<file path="config.mk">
export PLATFORM = sky130hd
export DESIGN_NAME = id_stage
export DESIGN_NICKNAME = d
export VERILOG_FILES = /design/src/rtl/id_stage.sv
export SDC_FILE = /design/constraint.sdc
export NUM_CORES = 1
export LEC_CHECK = 0
export ABC_CLOCK_PERIOD_IN_PS = 2600
export CAP_MARGIN = 20
export CORE_ASPECT_RATIO = 0.8
export CORE_UTILIZATION = 42
export DETAILED_ROUTE_END_ITERATION = 10
export PLACE_DENSITY = 0.82
export RECOVER_POWER = 100
export SLEW_MARGIN = 20
export SYNTH_ARGS = -nofsm -noshare
export SYNTH_HDL_FRONTEND = slang
export SYNTH_SLANG_ARGS = --single-unit
export TNS_END_PERCENT = 5
</file>
<file path="constraint.sdc">
create_clock -name clk_100MHz -period 2.6 [get_ports clk_100MHz]
set_input_delay 0.39 -clock clk_100MHz [delete_from_list [all_inputs] [get_ports clk_100MHz]]
set_output_delay 0.39 -clock clk_100MHz [all_outputs]
set_load 0.01 [all_outputs]
</file>
<file path="src/rtl/id_stage.sv">
// RV32I instruction-decode stage: register-file read, writeback bypass, immediate
// generation, load-use stall and the ID/EX pipeline register with valid/ready and flush.
module id_stage #(
  parameter int NumEntries = 32,
  parameter int XLEN       = 32
) (
  input  logic                                clk_100MHz,
  input  logic                                reset,
  input  logic                                if_valid,
  input  logic [31:0]                         if_instr,
  input  logic [XLEN-1:0]                     if_pc,
  output logic                                id_ready,
  input  logic                                flush,
  output logic                                readEn,
  output logic [$clog2(NumEntries<<2)-1:0]    readAddr,
  input  logic [XLEN-1:0]                     readData,
  output logic                                readEn_2,
  output logic [$clog2(NumEntries<<2)-1:0]    readAddr_2,
  input  logic [XLEN-1:0]                     readData_2,
  input  logic                                wb_we,
  input  logic [4:0]                          wb_rd,
  input  logic [XLEN-1:0]                     wb_data,
  input  logic                                ex_ready,
  output logic                                ex_valid,
  output logic [XLEN-1:0]                     ex_pc,
  output logic [XLEN-1:0]                     ex_imm,
  output logic [XLEN-1:0]                     ex_rs1_val,
  output logic [XLEN-1:0]                     ex_rs2_val,
  output logic [4:0]                          ex_rs1,
  output logic [4:0]                          ex_rs2,
  output logic [4:0]                          ex_rd,
  output logic [6:0]                          ex_opcode,
  output logic [2:0]                          ex_funct3,
  output logic                                ex_funct7b5,
  output logic                                ex_illegal
);

  localparam int AW = $clog2(NumEntries << 2);

  typedef enum logic [6:0] {
    OPC_LUI    = 7'b0110111,
    OPC_AUIPC  = 7'b0010111,
    OPC_JAL    = 7'b1101111,
    OPC_JALR   = 7'b1100111,
    OPC_BRANCH = 7'b1100011,
    OPC_LOAD   = 7'b0000011,
    OPC_STORE  = 7'b0100011,
    OPC_OPIMM  = 7'b0010011,
    OPC_OP     = 7'b0110011
  } opcode_e;

  opcode_e         opcode;
  logic [4:0]      rs1, rs2, rd;
  logic            uses_rs1, uses_rs2, illegal;
  logic [XLEN-1:0] imm, rs1_val, rs2_val;
  logic            load_use, advance;

  assign opcode = opcode_e'(if_instr[6:0]);
  assign rs1    = if_instr[19:15];
  assign rs2    = if_instr[24:20];
  assign rd     = if_instr[11:7];

  always_comb begin
    uses_rs1 = 1'b0;
    uses_rs2 = 1'b0;
    illegal  = 1'b0;
    imm      = '0;
    case (opcode)
      OPC_OP: begin
        uses_rs1 = 1'b1;
        uses_rs2 = 1'b1;
      end
      OPC_LOAD, OPC_OPIMM, OPC_JALR: begin
        uses_rs1 = 1'b1;
        imm      = {{20{if_instr[31]}}, if_instr[31:20]};
      end
      OPC_STORE: begin
        uses_rs1 = 1'b1;
        uses_rs2 = 1'b1;
        imm      = {{20{if_instr[31]}}, if_instr[31:25], if_instr[11:7]};
      end
      OPC_BRANCH: begin
        uses_rs1 = 1'b1;
        uses_rs2 = 1'b1;
        imm      = {{19{if_instr[31]}}, if_instr[31], if_instr[7],
                    if_instr[30:25], if_instr[11:8], 1'b0};
      end
      OPC_LUI, OPC_AUIPC: imm = {if_instr[31:12], 12'b0};
      OPC_JAL: imm = {{11{if_instr[31]}}, if_instr[31], if_instr[19:12],
                      if_instr[20], if_instr[30:21], 1'b0};
      default: illegal = 1'b1;
    endcase
  end

  assign readEn     = if_valid & uses_rs1;
  assign readEn_2   = if_valid & uses_rs2;
  assign readAddr   = if_valid ? AW'(rs1) : '0;
  assign readAddr_2 = if_valid ? AW'(rs2) : '0;

  // Writeback lands in the RF at the next edge, so same-cycle writes are forwarded here.
  always_comb begin
    rs1_val = '0;
    rs2_val = '0;
    if (uses_rs1 && rs1 != 5'd0)
      rs1_val = (wb_we && wb_rd == rs1) ? wb_data : readData;
    if (uses_rs2 && rs2 != 5'd0)
      rs2_val = (wb_we && wb_rd == rs2) ? wb_data : readData_2;
  end

  assign load_use = ex_valid && (ex_opcode == OPC_LOAD) && (ex_rd != 5'd0) &&
                    ((uses_rs1 && rs1 == ex_rd) || (uses_rs2 && rs2 == ex_rd));
  assign advance  = !ex_valid || ex_ready;
  assign id_ready = advance && !load_use && !reset;

  always_ff @(posedge clk_100MHz) begin
    if (reset) begin
      ex_valid    <= 1'b0;
      ex_pc       <= '0;
      ex_imm      <= '0;
      ex_rs1_val  <= '0;
      ex_rs2_val  <= '0;
      ex_rs1      <= '0;
      ex_rs2      <= '0;
      ex_rd       <= '0;
      ex_opcode   <= '0;
      ex_funct3   <= '0;
      ex_funct7b5 <= 1'b0;
      ex_illegal  <= 1'b0;
    end else if (flush) begin
      ex_valid <= 1'b0;
    end else if (advance) begin
      // A blocked instruction leaves a bubble; payload holds until the next capture.
      if (if_valid && !load_use) begin
        ex_valid    <= 1'b1;
        ex_pc       <= if_pc;
        ex_imm      <= imm;
        ex_rs1_val  <= rs1_val;
        ex_rs2_val  <= rs2_val;
        ex_rs1      <= rs1;
        ex_rs2      <= rs2;
        ex_rd       <= rd;
        ex_opcode   <= opcode;
        ex_funct3   <= if_instr[14:12];
        ex_funct7b5 <= if_instr[30];
        ex_illegal  <= illegal;
      end else begin
        ex_valid <= 1'b0;
      end
    end
  end

endmodule
</file>
# Yosys cells after proc, flatten, opt, wreduce, memory -nomap -nowiden
# Index checks and enable logic that the tools add are counted.
dict set report totals {
  reg_bits 156
  out_inout_bits 173
}
dict set report classes {
  eq_ne 14
  n_mux 11
  bitwise_logic 3
  reduce_logical 27
}
# op count
set ops {}
lappend ops {{$pmux W32 S5} 1}
lappend ops {{$mux W32} 4}
lappend ops {{$eq A7 B6 Y1 const B} 3}
lappend ops {{$eq A7 B7 Y1 const B} 3}
lappend ops {{$eq A5 B5 Y1} 4}
lappend ops {{$reduce_bool A5 Y1} 3}
lappend ops {{$eq A7 B2 Y1 const B} 2}
lappend ops {{$eq A7 B5 Y1 const B} 2}
lappend ops {{$logic_and A1 B1 Y1} 12}
lappend ops {{$mux W5} 2}
lappend ops {{$reduce_or A9 Y1} 1}
lappend ops {{$reduce_or A3 Y1} 2}
lappend ops {{$reduce_or A6 Y1} 1}
lappend ops {{$mux W1} 4}
lappend ops {{$reduce_or A2 Y1} 2}
lappend ops {{$logic_not A1 Y1} 3}
lappend ops {{$reduce_and A3 Y1} 1}
lappend ops {{$and A1 B1 Y1} 2}
lappend ops {{$logic_or A1 B1 Y1} 2}
lappend ops {{$not A1 Y1} 1}

# Depth between registers and ports, before layout
# Gate-level depths: netlist of run 1.
dict set report depth {
  word_depth 9
  depth_mapped 9
  mapped_depth_nobuf 6
}

# Least setup slack after synthesis of run 1
# Ideal clock, no wire load.
dict set report synth_path {
  path_kind {reg2out}
  start {register ex_rd[0]}
  end {output port id_ready}
  arrival_time_ps 1843
  setup_slack_ps 367
  stages_incl_launch_ff 8
  cell_sequence {dfxtp_1 > or4_1 > o211ai_2 > nor2_1 > o21a_4 > buf_6 > buf_2 > nor3_1}
}
dict set report synth_between {
  elab_chain_cells 7
  word_cells_on_any_way 11
  classes_between {2 x eq/ne; 9 x reduce/logical}
}
# element line_no
set synth_lines {}
lappend synth_lines {{start, declared} 31} ;# output logic [4:0] ex_rd,
lappend synth_lines {{start signal, assigned} 141} ;# ex_rd <= rd;
lappend synth_lines {{$eq A5 B5 Y1} 111} ;# ((uses_rs1 && rs1 == ex_rd) || (uses_rs2 && rs2 == ex_rd));
lappend synth_lines {{$logic_and A1 B1 Y1} 111}
lappend synth_lines {{$logic_or A1 B1 Y1} 111}
lappend synth_lines {{$logic_and A1 B1 Y1 *} 110} ;# assign load_use = ex_valid && (ex_opcode == OPC_LOAD) && (ex_rd != 5'd0) &&
lappend synth_lines {{$logic_not A1 Y1 *} 113} ;# assign id_ready = advance && !load_use && !reset;
lappend synth_lines {{$logic_and A1 B1 Y1 * (2 in a row)} 113}
lappend synth_lines {{end, declared} 12} ;# output logic id_ready,
# Mark *: on every way between the ends. The rest lies on a longest branch, timed or not.

# Worst setup path in the final report of run 1
dict set report layout_path {
  start {input port if_instr[18]}
  end {register ex_rs1_val[28]}
}
dict set report layout_between {
  elab_chain_cells 7
  word_cells_on_any_way 13
  classes_between {2 x eq/ne; 2 x mux; 9 x reduce/logical}
}
# element line_no
set layout_lines {}
lappend layout_lines {{start, declared} 10} ;# input logic [31:0] if_instr,
lappend layout_lines {{$eq A5 B5 Y1} 111}
lappend layout_lines {{$logic_and A1 B1 Y1} 111}
lappend layout_lines {{$logic_or A1 B1 Y1} 111}
lappend layout_lines {{$logic_and A1 B1 Y1} 110}
lappend layout_lines {{$logic_not A1 Y1} 133} ;# if (if_valid && !load_use) begin
lappend layout_lines {{$logic_and A1 B1 Y1} 133}
lappend layout_lines {{$reduce_and A3 Y1 (no source line)} --}
lappend layout_lines {{end signal, assigned} 137} ;# ex_rs1_val <= rs1_val;
lappend layout_lines {{end, declared} 27} ;# output logic [XLEN-1:0] ex_rs1_val,
# Several ways; a longest one is shown, not always the timed one.
# A chain may end at the register's enable or synchronous reset.

==> results of run 1 <==
[area by class of cell]
type / instances / area [sq um] / area share (%)
antenna: 2 / 5.00 / 0.0424
clock buffer: 19 / 443 / 3.75
clock inverter: 13 / 166 / 1.41
inverter: 5 / 18.8 / 0.159
multi-input combinational: 560 / 3750 / 31.8
sequential: 156 / 3120 / 26.4
tap: 220 / 275 / 2.33
timing repair buffer: 405 / 4030 / 34.1
[worst paths after layout]
| check | startpoint | to | cells past startpoint |
|---|---|---|---|
| setup / recovery | if_instr[18] | ex_rs1_val[28] | 10 |
| hold reg to reg | ex_rs2_val[6] | ex_rs2_val[6] | 1 |
| hold / removal | reset | ex_rs1[4] | 2 |
| setup reg to reg | ex_rd[0] | ex_imm[22] | 8 |
[registers in the layout, summed over array words and instances (netlist names)]
register and cells:
ex_funct3 3, ex_funct7b5 1, ex_illegal 1, ex_imm 32
ex_opcode 7, ex_pc 32, ex_rd 5, ex_rs1 5
ex_rs1_val 32, ex_rs2 5, ex_rs2_val 32, ex_valid 1
[cell usage after synthesis, types with 2 or more instances]
library cell and n:
a311oi_1 11, a31o_1 64, nor2_1 7, a22oi_1 4, xnor2_1 8, nor2b_1 2, buf_4 4, and2_1 10
nor3_1 14, nor4_1 67, nand2_1 23, a211o_1 2, buf_6 9, a211oi_1 13, nand3b_1 2, inv_1 5
buf_2 24, or3_1 3, dfxtp_1 156, a21oi_1 95, mux2i_1 64, a31o_2 8, nand3_1 63, clkbuf_1 62
o211ai_2 2, o21ai_1 5, o21ai_0 54, a31oi_1 2, buf_1 5, and3_1 3, xor2_1 12, nor4b_1 3
[per-stage QoR]
stage | hold slack, ns | cells | cell area, sq um | setup WS (ns)
floorplan | 0.467 | 825 | 7370 | 0.367
global placement | 0.457 | 1346 | 11300 | -0.141
detailed placement | 0.463 | 1346 | 11300 | -0.168
CTS | 0.359 | 1378 | 11900 | 0.0113
global route | 0.378 | 1379 | 11800 | 0.0268
finish | 0.380 | 1380 | 11800 | 0.114
[power by group]
part	leakage, uW	internal, uW	switching, uW
registers	0.00127	2460	34.4
logic	0.00294	495	432
clock network	0.000290	1540	1030
total	0.00450	4500	1500
[repair_timing]
action / in CTS / in global routing
endpoints found under the hold margin: 0 / 0
endpoints found under the setup margin: 2 / 2
gates cloned: 0 / 0
resized for setup: 3 / 2
hold buffers: 0 / 0
[logic make-up (layout without fill, tap and decap cells)]
family	after synthesis	in the layout
XOR/XNOR	20	20
AO/OA/AOI/OAI	266	266
flip-flops	156	156
buffers and inverters	109	442
multiplexers	64	64
AND/OR/NAND/NOR	206	206
other	1	6
[per-layer routing]
| layer | global-route usage (%) | routed length, um |
|---|---|---|
| met1 | 39.9 | 11600 |
| met2 | 47.5 | 13000 |
| met3 | 8.53 | 2450 |
| met4 | 11.6 | 854 |
| met5 | 0 | 0 |
[critical path, delay by kind of cell]
family                 cells  cell delay [ns]
AND/OR/NAND/NOR            3             0.57
buffers and inverters      4             1.27
XOR/XNOR                   1             0.13
multiplexers               1             0.24
AO/OA/AOI/OAI              1             0.19
==> results by group, run 1 <==
Layout
  – Layout cells sized above 1: 9.67%
  – Most common cell after layout, fill and taps aside: clkdlybuf4s50_1
  – # nets final: 1,316
  – Final core utilization: 70.2%
  – Commonest non-fill, non-tap cells in the layout: clkdlybuf4s50_1, dlygate4sd3_1, dfxtp_1
  – Area Overhead vs Synth: 60.4%
  – Fill count: 1,332

Detailed routing
  – TritonRoute pass-1 iters: 6
  – DRC violations left: 0
  – Initial DRC Count: 707
  – DR vias: 8,059
  – Via/cell ratio: 5.84
  – Overall routed net length: 27.9 mm
  – DR WL/cell: 20.2 um
  – Antenna viol nets, final: 0

Outcome
  – Status: complete, no violations

Clock tree
  – Clock tree buffer depth: 2
  – Root buffer cell: clkbuf_16
  – Cts bufs inserted: 17
  – TritonCTS Sinks: 156
  – H-Tree Depth: 4
  – Clock network latency to the later pin of the worst-skew pair: 0.43 ns
  – CTS tree: done
  – Post-CTS Setup Repair Bufs: 0
  – Clock-pin slew on the worst setup and hold paths: 0.06 ns

Pwr
  – Pwr Total: 6000 uW
  – Max IR drop VDD: 397 uV
  – Leakage: 0.00450 uW
  – P per Cell Area: 508 nW/um^2

Global routing
  – Gr usage total: 30.5%
  – Largest net degree at the start of global routing: 64
  – Total gr overflow: 0
  – Number of global-route vias before repair: 7,605
  – First-pass GRT wire length: 42.6 mm
  – Initial antenna violation count: 2

Worst setup path
  – Crit. End Element: flip-flop
  – Critical Path, Cell by Cell: clkdlybuf4s50_1, clkbuf_1, xor2_1, nor4_1, and3_2, buf_12, clkbuf_1, mux2i_1, nor4_1, a31o_1
  – CP max-delay cell: clkdlybuf4s50_1
  – Critical-path maximum fanout: 18
  – Worst Path Arrival: 2.81 ns
  – Worst reg2reg setup slack: 0.19 ns
  – WS Path Type: primary input to flip-flop
  – Crit-path max cell delay: 0.49 ns
  – Startpoint types: primary input
  – Crit path required time: 2.92 ns

Floorplan
  – IO Pins: 344
  – Initial core utilization: 43.8%
  – Placeable Area: 16,800 sq um
  – Chip Height: 120 um
  – Die width: 150 um
  – DIE AREA: 18,100 sq um
  – Rows: 42

Run
  – Max cap viols: 0

Yosys
  – Post-synth top area cell: dfxtp_1
  – Number of synthesized register bits: 156
  – Synth Instances: 822
  – Count of different cell masters after synthesis: 48
  – Dominant cells by area after synthesis: dfxtp_1, mux2i_1, a31o_1, a21oi_1, nor4_1
  – Post-Synth Adder-Cell Area: 0%
  – Multiplexer area fraction after synthesis: 8.70%
  – Yosys top cell area share: 42.4%
  – Seq/Total Area, Yosys: 42.4%
  – Synth Area in Compound Gates: 23.6%
  – Number of synthesized flops with an enable pin: 0
  – XOR/XNOR share of the synthesized area: 2.38%
  – Syn. warnings: 0
  – Top FF cell, synth: dfxtp_1
  – Syn Area/Cell: 8.96 sq um
  – Largest family of logic cells by synthesized area: compound AO/OA/AOI/OAI gates
  – Post-Synth Simple-Gate Area: 15.8%
  – Mapped cell area: 7360 sq um
  – Async SR Flop Fraction: 0%

Timing
  – Final setup viols: 0
  – Fin crit share: 95.6%
  – Worst slew margin relative to its limit: 53.6%
  – Fin crit period: 2.49 ns
  – Max-slew violations: 0
  – Least-Margin Pin Slew: 0.697 ns
  – Unrepaired setup endpoints after global routing: no
  – Fin. Hold Viols: 0
  – Max Clk Rate: 402 MHz
  – Post-route clock skew: 0.0123 ns
  – Post-route setup TNS: 0 ns

Placed design
  – DP HPWL: 19.7 mm
  – Routability cong.: 0.939
  – Port buffer count: 339

Min path
  – Hold Crit Class: primary input to flip-flop
(Power assumes the default switching activity.)
==> inputs of run 2 (changes only) <==
==> constraint.sdc (replaced) <==
create_clock -name clk_100MHz -period 2.6 [get_ports clk_100MHz]
set_input_delay 0.26 -clock clk_100MHz [delete_from_list [all_inputs] [get_ports clk_100MHz]]
set_output_delay 0.26 -clock clk_100MHz [all_outputs]
set_load 0.01 [all_outputs]
==> results by group, run 2 (synthesis results as in run 1) <==
Timing
  – Max-slew violations: 0
  – Worst slew margin relative to its limit: 51.3%
  – Max Clk Rate: 399 MHz
  – Fin crit share: 96.3%
  – Post-route setup TNS: 0 ns
  – Hold slack: 0.262 ns
  – Unrepaired setup endpoints after global routing: no
  – Least-Margin Pin Slew: 0.720 ns
  – Fin crit period: 2.50 ns
  – Final setup viols: 0
  – Fin. Hold Viols: 0
  – Post-route clock skew: 0.00849 ns

Floorplan
  – Chip Height: 120 um
  – DIE AREA: 18,100 sq um
  – Placeable Area: 16,800 sq um
  – Die width: 150 um
  – Rows: 42
  – Initial core utilization: 43.8%
  – IO Pins: 344

Pwr
  – Sequential power share: 41.0%
  – Switching pwr: 1500 uW
  – Sw Ratio: 24.7%
  – Clk network pwr share: 44.1%
  – P per Cell Area: 522 nW/um^2
  – Pwr Total: 6080 uW
  – Max IR drop VDD: 424 uV
  – Comb power frac: 14.8%
  – Internal: 4580 uW
  – Leakage: 0.00442 uW

Worst setup path
  – Crit. End Element: primary output
  – Startpoint types: primary input
  – CP Buf/Inv Count: 3
  – Worst reg2reg setup slack: 0.22 ns
  – Crit-path max cell delay: 0.64 ns
  – CP max-delay cell: dlygate4sd3_1
  – Critical-path maximum fanout: 5
  – Cells on worst reg2reg path: 7
  – Delay-heaviest family, CP: buffers and inverters
  – Worst Path Arrival: 2.24 ns
  – Crit Reg-Reg Endpoint: ex_imm[30]
  – WS Path Type: primary input to primary output
  – FF-to-FF Start: ex_rd[1]
  – Critical Path, Cell by Cell: clkdlybuf4s50_1, and4bb_1, o211ai_1, buf_4, nor2_1, dlygate4sd3_1
  – Crit path required time: 2.34 ns

Placed design
  – Routability cong.: 0.916
  – Port buffer count: 339
  – DP HPWL: 19.2 mm

Detailed routing
  – DRC violations left: 0
  – Overall routed net length: 27.5 mm
  – DR WL/cell: 20.1 um
  – Antenna viol nets, final: 0
  – DR vias: 7,950
  – TritonRoute pass-1 iters: 5
  – Initial DRC Count: 614
  – Via/cell ratio: 5.82

Global routing
  – Largest net degree at the start of global routing: 63
  – Initial antenna violation count: 0
  – Total gr overflow: 0
  – First-pass GRT wire length: 42.2 mm
  – Number of global-route vias before repair: 7,555
  – Gr usage total: 30.2%

Layout
  – Layout cells sized above 1: 8.56%
  – Ant. Diodes: 0
  – Commonest non-fill, non-tap cells in the layout: clkdlybuf4s50_1, dlygate4sd3_1, dfxtp_1
  – Area Overhead vs Synth: 58.4%
  – Most common cell after layout, fill and taps aside: clkdlybuf4s50_1
  – Final core utilization: 69.4%
  – # nets final: 1,303

Run
  – Max cap viols: 0

Min path
  – Hold Path Stages: 2
  – Startpoint of the worst hold path: reset
  – WHS Endpoint: ex_rd[2]
  – Hold Crit Class: primary input to flip-flop

Clock tree
  – Clock tree buffer depth: 2
  – Root buffer cell: clkbuf_16
  – Cts bufs inserted: 17
  – CTS tree: done
  – Clock-pin slew on the worst setup and hold paths: 0.06 ns
  – H-Tree Depth: 4
  – Clock network latency to the later pin of the worst-skew pair: 0.42 ns
  – TritonCTS Sinks: 156

Outcome
  – Status: complete, no violations
run 2: repair_timing:
item,4_1_cts,5_1_grt
endpoints found under the setup margin,1,1
gates resized for setup,1,1
hold buffers,0,0
setup buffers,0,0
hold endpoints to repair,0,0
run 2: worst max-delay path by stage:
| stage | from | end | cells past startpoint |
|---|---|---|---|
| final | if_instr[2] | readEn_2 | 6 |
| after global routing | if_instr[2] | readEn_2 | 6 |
| after floorplan | ex_rd[0] | id_ready | 7 |
| after CTS | ex_rd[4] | id_ready | 6 |
| after detailed placement | if_instr[2] | ex_pc[15] | 9 |
| after global placement | if_instr[2] | ex_pc[3] | 9 |
run 2: layer usage:
metal  global-route usage, %  vias up  part of all wire (%)
li1                        -     3721                     -
met1                    40.2     3815                    43
met2                    47.3      364                    47
met3                    7.28       50                   7.8
met4                    11.2        0                   2.8
met5                       0        -                     0
run 2: final cells by class:
type | count | area, sq um
Timing Repair Buffer | 392 | 3860
Sequential cell | 156 | 3120
Tap cell | 220 | 275
Inverter | 5 | 18.8
Clock buffer | 19 | 443
Multi-Input combinational cell | 560 | 3750
Clock inverter | 13 | 190
Fill cell | 1351 | 5150
run 2: power by group through the flow:
stage | clock [uW] | combinational, uW | sequential [uW]
finish | 2690 | 902 | 2500
global route | 2820 | 964 | 2500
CTS | 2710 | 934 | 2500
detailed placement | 0 | 928 | 2550
global placement | 0 | 921 | 2550
floorplan | 0 | 324 | 2580
run 2: metrics by stage:
| stage | std cells | instance area [sq um] | setup WS, ns |
|---|---|---|---|
| final | 1365 | 11700 | 0.0951 |
| after global routing | 1365 | 11700 | 0.0499 |
| after CTS | 1365 | 11700 | 0.121 |
| after detailed placement | 1333 | 11100 | -0.0353 |
| after global placement | 1333 | 11100 | -0.0249 |
| after floorplan | 825 | 7370 | 0.497 |
